## config.mk

```make
export PLATFORM = sky130hd
export DESIGN_NAME = uart_rx_fifo
export DESIGN_NICKNAME = d
export VERILOG_FILES = /design/src/rtl/uart_rx_fifo.sv
export SDC_FILE = /design/constraint.sdc
export NUM_CORES = 1
export LEC_CHECK = 0
export BUFFER_PORTS_ARGS = -buffer_cell sky130_fd_sc_hd__buf_2
export CELL_PAD_IN_SITES_DETAIL_PLACEMENT = 1
export CELL_PAD_IN_SITES_GLOBAL_PLACEMENT = 2
export CORE_ASPECT_RATIO = 1.4
export CORE_MARGIN = 2
export CORE_UTILIZATION = 36
export CTS_BUF_LIST = sky130_fd_sc_hd__clkbuf_8
export CTS_CLUSTER_SIZE = 8
export DETAILED_ROUTE_END_ITERATION = 10
export PLACE_DENSITY_LB_ADDON = 0.15
export SLEW_MARGIN = 20
export SYNTH_ARGS = -nofsm -noshare
export SYNTH_HDL_FRONTEND = slang
export SYNTH_SLANG_ARGS = --single-unit
```

## constraint.sdc

```tcl
create_clock -name clk -period 4.25 [get_ports clk]
set_input_delay 0.85 -clock clk [delete_from_list [all_inputs] [get_ports clk]]
set_output_delay 0.85 -clock clk [all_outputs]
set_load 0.005 [all_outputs]
```

## src/rtl/uart_rx_fifo.sv

```systemverilog
// uart_rx_fifo
// Receive-side byte buffer between the UART receiver and the CPU register
// interface. Bytes strobed in by the receiver are stored in a circular buffer
// and handed to the CPU through a registered one-cycle-latency pop.
//
// Ports:
//   clk            system clock, all state changes on the rising edge
//   rst_n          synchronous active-low reset
//   write_req      single-cycle strobe, data is valid this cycle
//   data           received byte
//   read_req       CPU pop request, level-sampled every cycle
//   read_data      popped byte (registered, held between pops)
//   read_valid     one-cycle pulse, read_data holds a freshly popped byte
//   empty          occupancy is 0 (registered)
//   full           occupancy is BufferSize (registered)
//   count          current occupancy, 0..BufferSize (registered)
//   overflow       sticky, a byte was dropped because the buffer was full
//   clear_overflow clears overflow (a simultaneous drop wins)
module uart_rx_fifo #(
    parameter int BufferSize = 128,
    parameter int CntWidth   = $clog2(BufferSize) + 1
) (
    input  logic                clk,
    input  logic                rst_n,
    input  logic                write_req,
    input  logic [7:0]          data,
    input  logic                read_req,
    output logic [7:0]          read_data,
    output logic                read_valid,
    output logic                empty,
    output logic                full,
    output logic [CntWidth-1:0] count,
    output logic                overflow,
    input  logic                clear_overflow
);

    localparam int PtrWidth = $clog2(BufferSize);

    generate
        if (BufferSize < 2 || (BufferSize & (BufferSize - 1)) != 0) begin : g_bad_size
            $error("uart_rx_fifo: BufferSize must be a power of two and >= 2");
        end
    endgenerate

    logic [7:0]          mem [BufferSize];

    logic [PtrWidth-1:0] wr_ptr_q, wr_ptr_d;
    logic [PtrWidth-1:0] rd_ptr_q, rd_ptr_d;
    logic [CntWidth-1:0] count_q, count_d;
    logic                empty_q, empty_d;
    logic                full_q, full_d;
    logic                overflow_q, overflow_d;
    logic [7:0]          read_data_q, read_data_d;
    logic                read_valid_q, read_valid_d;

    logic                push;
    logic                pop;
    logic                drop;

    always_comb begin
        // empty/full come from the registered count, so a byte pushed this
        // cycle cannot be popped this cycle, and a pop frees room for a push
        // into a full buffer.
        pop  = read_req && !empty_q;
        push = write_req && (!full_q || pop);
        drop = write_req && full_q && !pop;

        wr_ptr_d     = wr_ptr_q;
        rd_ptr_d     = rd_ptr_q;
        count_d      = count_q;
        read_data_d  = read_data_q;
        read_valid_d = 1'b0;
        overflow_d   = overflow_q;

        if (push) begin
            wr_ptr_d = wr_ptr_q + PtrWidth'(1);
        end

        // Memory is read here, before the write lands at the edge, so a
        // push/pop on the same slot of a full buffer returns the old byte.
        if (pop) begin
            rd_ptr_d     = rd_ptr_q + PtrWidth'(1);
            read_data_d  = mem[rd_ptr_q];
            read_valid_d = 1'b1;
        end

        case ({push, pop})
            2'b10:   count_d = count_q + CntWidth'(1);
            2'b01:   count_d = count_q - CntWidth'(1);
            default: count_d = count_q;
        endcase

        empty_d = (count_d == '0);
        full_d  = (count_d == CntWidth'(BufferSize));

        // A drop in the same cycle as a clear keeps the flag set.
        if (drop) begin
            overflow_d = 1'b1;
        end else if (clear_overflow) begin
            overflow_d = 1'b0;
        end
    end

    always_ff @(posedge clk) begin
        if (!rst_n) begin
            wr_ptr_q     <= '0;
            rd_ptr_q     <= '0;
            count_q      <= '0;
            empty_q      <= 1'b1;
            full_q       <= 1'b0;
            overflow_q   <= 1'b0;
            read_data_q  <= 8'h00;
            read_valid_q <= 1'b0;
        end else begin
            wr_ptr_q     <= wr_ptr_d;
            rd_ptr_q     <= rd_ptr_d;
            count_q      <= count_d;
            empty_q      <= empty_d;
            full_q       <= full_d;
            overflow_q   <= overflow_d;
            read_data_q  <= read_data_d;
            read_valid_q <= read_valid_d;
        end
    end

    // Storage is not reset; stale contents are unreachable once the
    // pointers are zeroed.
    always_ff @(posedge clk) begin
        if (rst_n && push) begin
            mem[wr_ptr_q] <= data;
        end
    end

    assign read_data  = read_data_q;
    assign read_valid = read_valid_q;
    assign empty      = empty_q;
    assign full       = full_q;
    assign count      = count_q;
    assign overflow   = overflow_q;

endmodule

```

# Yosys cells after proc, flatten, opt, wreduce, memory -nomap -nowiden
# Memory sizes are Yosys's and may differ from the RTL's. A register that Yosys moved wholly into a read port is not among the register bits.
# Index checks and enable logic that the tools add are counted.
op_classes:
  addsub: 4
  eq_ne: 3
  muxes: 6
  n_reduce_logical: 12
ops:
  columns: ["cell", "count"]
  rows:
  - ["8-bit case mux with 2 select lines", 1]
  - ["7-bit by 1-bit adder with 7-bit output, second input constant", 2]
  - ["8-bit by 1-bit adder with 8-bit output, second input constant", 1]
  - ["8-bit == test, second input constant", 1]
  - ["8-bit zero test", 1]
  - ["8-bit by 1-bit subtractor with 8-bit output, second input constant", 1]
  - ["1-bit logical AND", 5]
  - ["1-bit 2-to-1 mux", 5]
  - ["1-bit zero test", 4]
  - ["2-bit by 1-bit == test with 1-bit output, second input constant", 1]
  - ["2-bit == test, second input constant", 1]
  - ["2-bit nonzero test", 1]
  - ["1-bit logical OR", 1]
totals:
  reg_bits: 26
  ram_bits: 1024
  input_bits: 13
  out_inout_bits: 20
  word_cells: 33
  n_memories: 1
memory_table:
  columns: ["name", "depth", "width", "read_ports", "rd_clocked_by_memory_dff", "wr", "line_no", "source"]
  rows:
  - ["mem", 128, 8, 1, 1, 1, "45", "logic [7:0] mem [BufferSize];"]

# Longest topological paths before layout
depth:
  ltp_word: 7
  mapped_depth: 15
  ltp_nobuf: 12

# Least setup slack after synthesis
# OpenSTA, ideal clock, no wires.
synth_path:
  path_type: "input port to flip-flop"
  startpoint: "in read_req"
  endpoint: "reg full_q, in the netlist full"
  setup_ns: 0.096
  t_arrival_ns: 3.833
  required_ns: 4.154
  setup_slack_ns: 0.321
  cell_stages: 15
  n_path_buf: 4
  path_cell_list: "nand2b_1 > clkbuf_1 > inv_1 > clkbuf_1 > ha_1 > buf_2 > buf_6 > xor2_1 > ha_1 > nor3b_1 > a2111oi_0 > o21bai_1 > xor2_1 > or4bb_1 > nor4b_1"
synth_via:
  elab_chain_cells: 6
  elab_cells_between_ends: 7
  cone_classes: "eq/ne (3); mux (1); reduce/logical (3)"
synth_lines:
  columns: ["item", "line_no", "source"]
  rows:
  - ["start, declared", "27", "input logic read_req,"]
  - ["1-bit logical AND *", "64", "pop = read_req && !empty_q;"]
  - ["named net pop", "57", "logic pop;"]
  - ["1-bit logical OR", "65", "push = write_req && (!full_q || pop);"]
  - ["1-bit logical AND", "65", null]
  - ["2-bit by 1-bit == test with 1-bit output or 2-bit == test (tied branches)", "87", "case ({push, pop})"]
  - ["8-bit case mux with 2 select lines *", "87", null]
  - ["8-bit == test *", "94", "full_d = (count_d == CntWidth'(BufferSize));"]
  - ["end signal, assigned", "119", "full_q <= full_d;"]
  - ["end, declared", "51", "logic full_q, full_d;"]
# The timed path passes the listed nets; every way through them passes the cells marked *.
# A chain may end at the register's enable or synchronous reset.

==> metrics.md <==
| Metric | Value |
|---|---|
| Status | `complete, no violations` |
| Final GP Congestion | `0.807` |
| Share of Yosys cell area claimed by the top area cell type | `73.4%` |
| Global-route wire length before repair | `172000 um` |
| Clk network pwr share | `35.4%` |
| Critical Path RT | `4.96 ns` |
| Crit end category | `flop` |
| Worst Path Max Fanout | `31` |
| Die H | `408 um` |
| Hpwl dp | `75700 um` |
| CTS clk-pin slew, worst paths | `0.06 ns` |
| Post-CTS sizing | `0` |
| CTS tree | `yes` |
| Drt pass-1 iters | `5` |
| Post-synth EDFFs | `1024` |
| Post-Syn Area per Cell | `19.4 sq um` |
| Yosys top cell by area | `edfxtp_1` |
| Die Area | `119000 sq um` |
| Via count | `21.3k` |
| Fmax | `0.284 GHz` |
| CP startpoint | `rd_ptr_q[0]` |
| Worst VDD drop | `315 uV` |
| I/O pins | `33` |
| Sw Ratio | `25.2%` |
| Crit path capture | `read_data[2]` |
| Final Max Slew Viols | `0` |
| CP startpoint kind | `flop` |
| Hold Vio Cnt, Final | `0` |
| All-Layer GR Usage | `20.2%` |
| Htree depth | `4` |
| Register area share after synthesis | `75.0%` |
| Worst-Skew Late Latency | `0.87 ns` |
| Antenna violations before repair | `2` |
| Cells after DPL | `3715` |
| Commonest non-fill, non-tap cell in the layout | `edfxtp_1` |
| CTS Sinks | `1058` |
| Row Count | `148` |
| Ys async rst share | `0%` |
| Comb power frac | `11.5%` |
| Data arrival, critical path | `4.23 ns` |
| Post-Syn Area | `41900 sq um` |
| Psw | `5520 uW` |
| Ys flop type | `edfxtp_1` |
| Cell leakage power | `0.0146 uW` |
| Setup Fix Bufs, Post-CTS | `0` |
| Commonest non-fill, non-tap cells in the layout | `edfxtp_1, mux4_2, mux2i_1, clkbuf_8, nor2_1` |
| CTS max path bufs | `3` |
| Cts hold-fix bufs | `0` |
| GR Overflow Total | `0` |
| Iteration-0 DRC Markers | `1185` |
| Reg-to-Reg End | `read_data[2]` |
| Final wirelength | `118000 um` |
| CP delay by family, top | `multiplexers` |
| Worst Skew | `0.0316 ns` |
| Core Region | `116000 sq um` |
| Yosys warns | `0` |
| Area delta synth->final | `13.0%` |
| R2R setup slack | `0.73 ns` |
| WL/cell | `29.7 um` |
| CP max stage delay | `0.88 ns` |
| WP depth | `6` |
| Yosys reg bits | `1058` |
| Largest net degree at the start of global routing | `129` |
| Internal Power | `16400 uW` |
| Worst slew pin tran | `1.02 ns` |
| Syn Nets | `2175` |
| RSZ-0062 raised after global routing | `false` |
| Root Buffer Master | `clkbuf_8` |
| Initial core utilization | `36.1%` |
| TritonCTS Buffers | `166` |
| Final Instance Count excl. Fillers | `3988` |
| Tmin final | `3.52 ns` |
| Setup CP Type | `flop to flop` |
| Worst path bufs/invs | `1` |
| Synth area leaders | `edfxtp_1, mux4_2, mux2i_1` |
| Slew margin rel. | `32.0%` |
| Cells after Synth | `2157` |
| Layout cells sized above 1 | `24.0%` |
| Max-cap check violation count | `0` |
| Reg2Reg Launch Point | `rd_ptr_q[0]` |
| Setup violations, final | `0` |
| Vias in the first global route | `23.4k` |
| IO Port Bufs | `32` |
| CP Cell Sequence | `buf_12 > mux4_2 > mux2i_1 > a221oi_1 > a211oi_1 > a31oi_1` |
| PwrDens | `463 nW/um^2` |
| Die width | `292 um` |
| Vias per cell | `5.35` |
| DRC | `0` |
| ANT nets after route | `0` |
| Worst path slowest cell | `dfxtp_4` |
| Nets | `2402` |
| Sequential share of power | `53.2%` |
| Setup_tns | `0 ns` |
| Reg2Reg Depth | `6` |
| Crit share post-route | `82.9%` |
| Hold WC Path Type | `input pin to flop` |
| Distinct cells, synth | `72` |
[tightest hold or removal path, cell delays in order]
cell and delay (ns):
buf_2 0.09, a32oi_1 0.09, nor2b_1 0.10
[synthesized netlist by cell type (4+ instances only)]
library cell,instances
buf_1,5
mux2_2,12
xnor2_1,5
dfxtp_1,34
and2_1,6
nor3_1,5
buf_4,17
a22oi_1,45
a2111oi_0,11
a22o_1,5
a21oi_1,37
o21ai_0,21
a221oi_1,6
ha_1,5
a211oi_1,16
mux2i_1,168
buf_6,29
and3_1,6
o221ai_1,11
edfxtp_1,1024
buf_2,26
o211ai_1,17
clkbuf_1,46
nand4_1,11
xor2_1,12
nor4_1,4
nor2b_1,31
or3_1,7
inv_1,6
a32oi_1,5
nor2_1,168
buf_8,4
a31oi_1,8
mux4_2,194
nand3_1,31
o21ai_1,4
nand2_1,50
o22ai_1,13
[worst min-delay path by stage]
stage          slack (ns)      start       end  depth (start not counted)
2_1_floorplan        0.50   overflow  overflow                          2
3_5_place_dp         0.52   overflow  overflow                          2
4_1_cts              0.19  write_req  overflow                          3
6_report             0.30  write_req  overflow                          3
3_3_place_gp         0.49   overflow  overflow                          2
5_1_grt              0.25  write_req  overflow                          3
[power groups by stage]
stage	logic (uW)	registers [uW]	clock network, uW
after global placement	2550	11900	0
after global routing	2700	11700	8410
after detailed placement	2580	11900	0
after floorplan	1830	11700	0
after CTS	2580	11700	8010
final	2510	11700	7750
[metrics by stage]
step                hold WS, ns  setup WS [ns]  util (%)  power (uW)  area [sq um]
CTS                       0.185          0.678      40.8       22300         47300
floorplan                 0.498          0.321         -       13600         41900
global route              0.249          0.516      40.8       22800         47300
finish                    0.301          0.728      40.8       21900         47300
global placement          0.493          0.451      38.4       14400         44500
detailed placement        0.522          0.427      38.4       14500         44500
[sequential cells by signal, summed over array words and instances (netlist names)]
signal / cells
mem: 1024
count: 8
read_data: 8
rd_ptr_q: 7
wr_ptr_q: 7
empty: 1
full: 1
overflow: 1
read_valid: 1
[per-layer routing]
layer  GRT usage [%]  part of all wire (%)
met2            36.5                    54
met4            5.85                   2.6
met1            24.6                    40
met3            3.44                   3.7
met5               0                     0
[logic make-up after synthesis]
group | after synthesis | synth area share [%]
xor+xnor | 17 | 0.355
fa+ha+maj | 5 | 0.149
flops | 1058 | 75.0
mux | 374 | 14.8
simple gates | 341 | 3.80
compound gates | 226 | 3.82
buf+inv | 136 | 2.09
[final cells by class]
type	count	area [sq um]
diodes	1	2.50
clock buffers	168	2310
clock inverters	103	524
fillers	11079	68600
inverters	7	26.3
multi-input cells	963	9600
flip-flops and latches	1058	31400
well taps	1500	1880
repair buffers	188	1560
No activity file was read; power rests on OpenSTA's default activity.
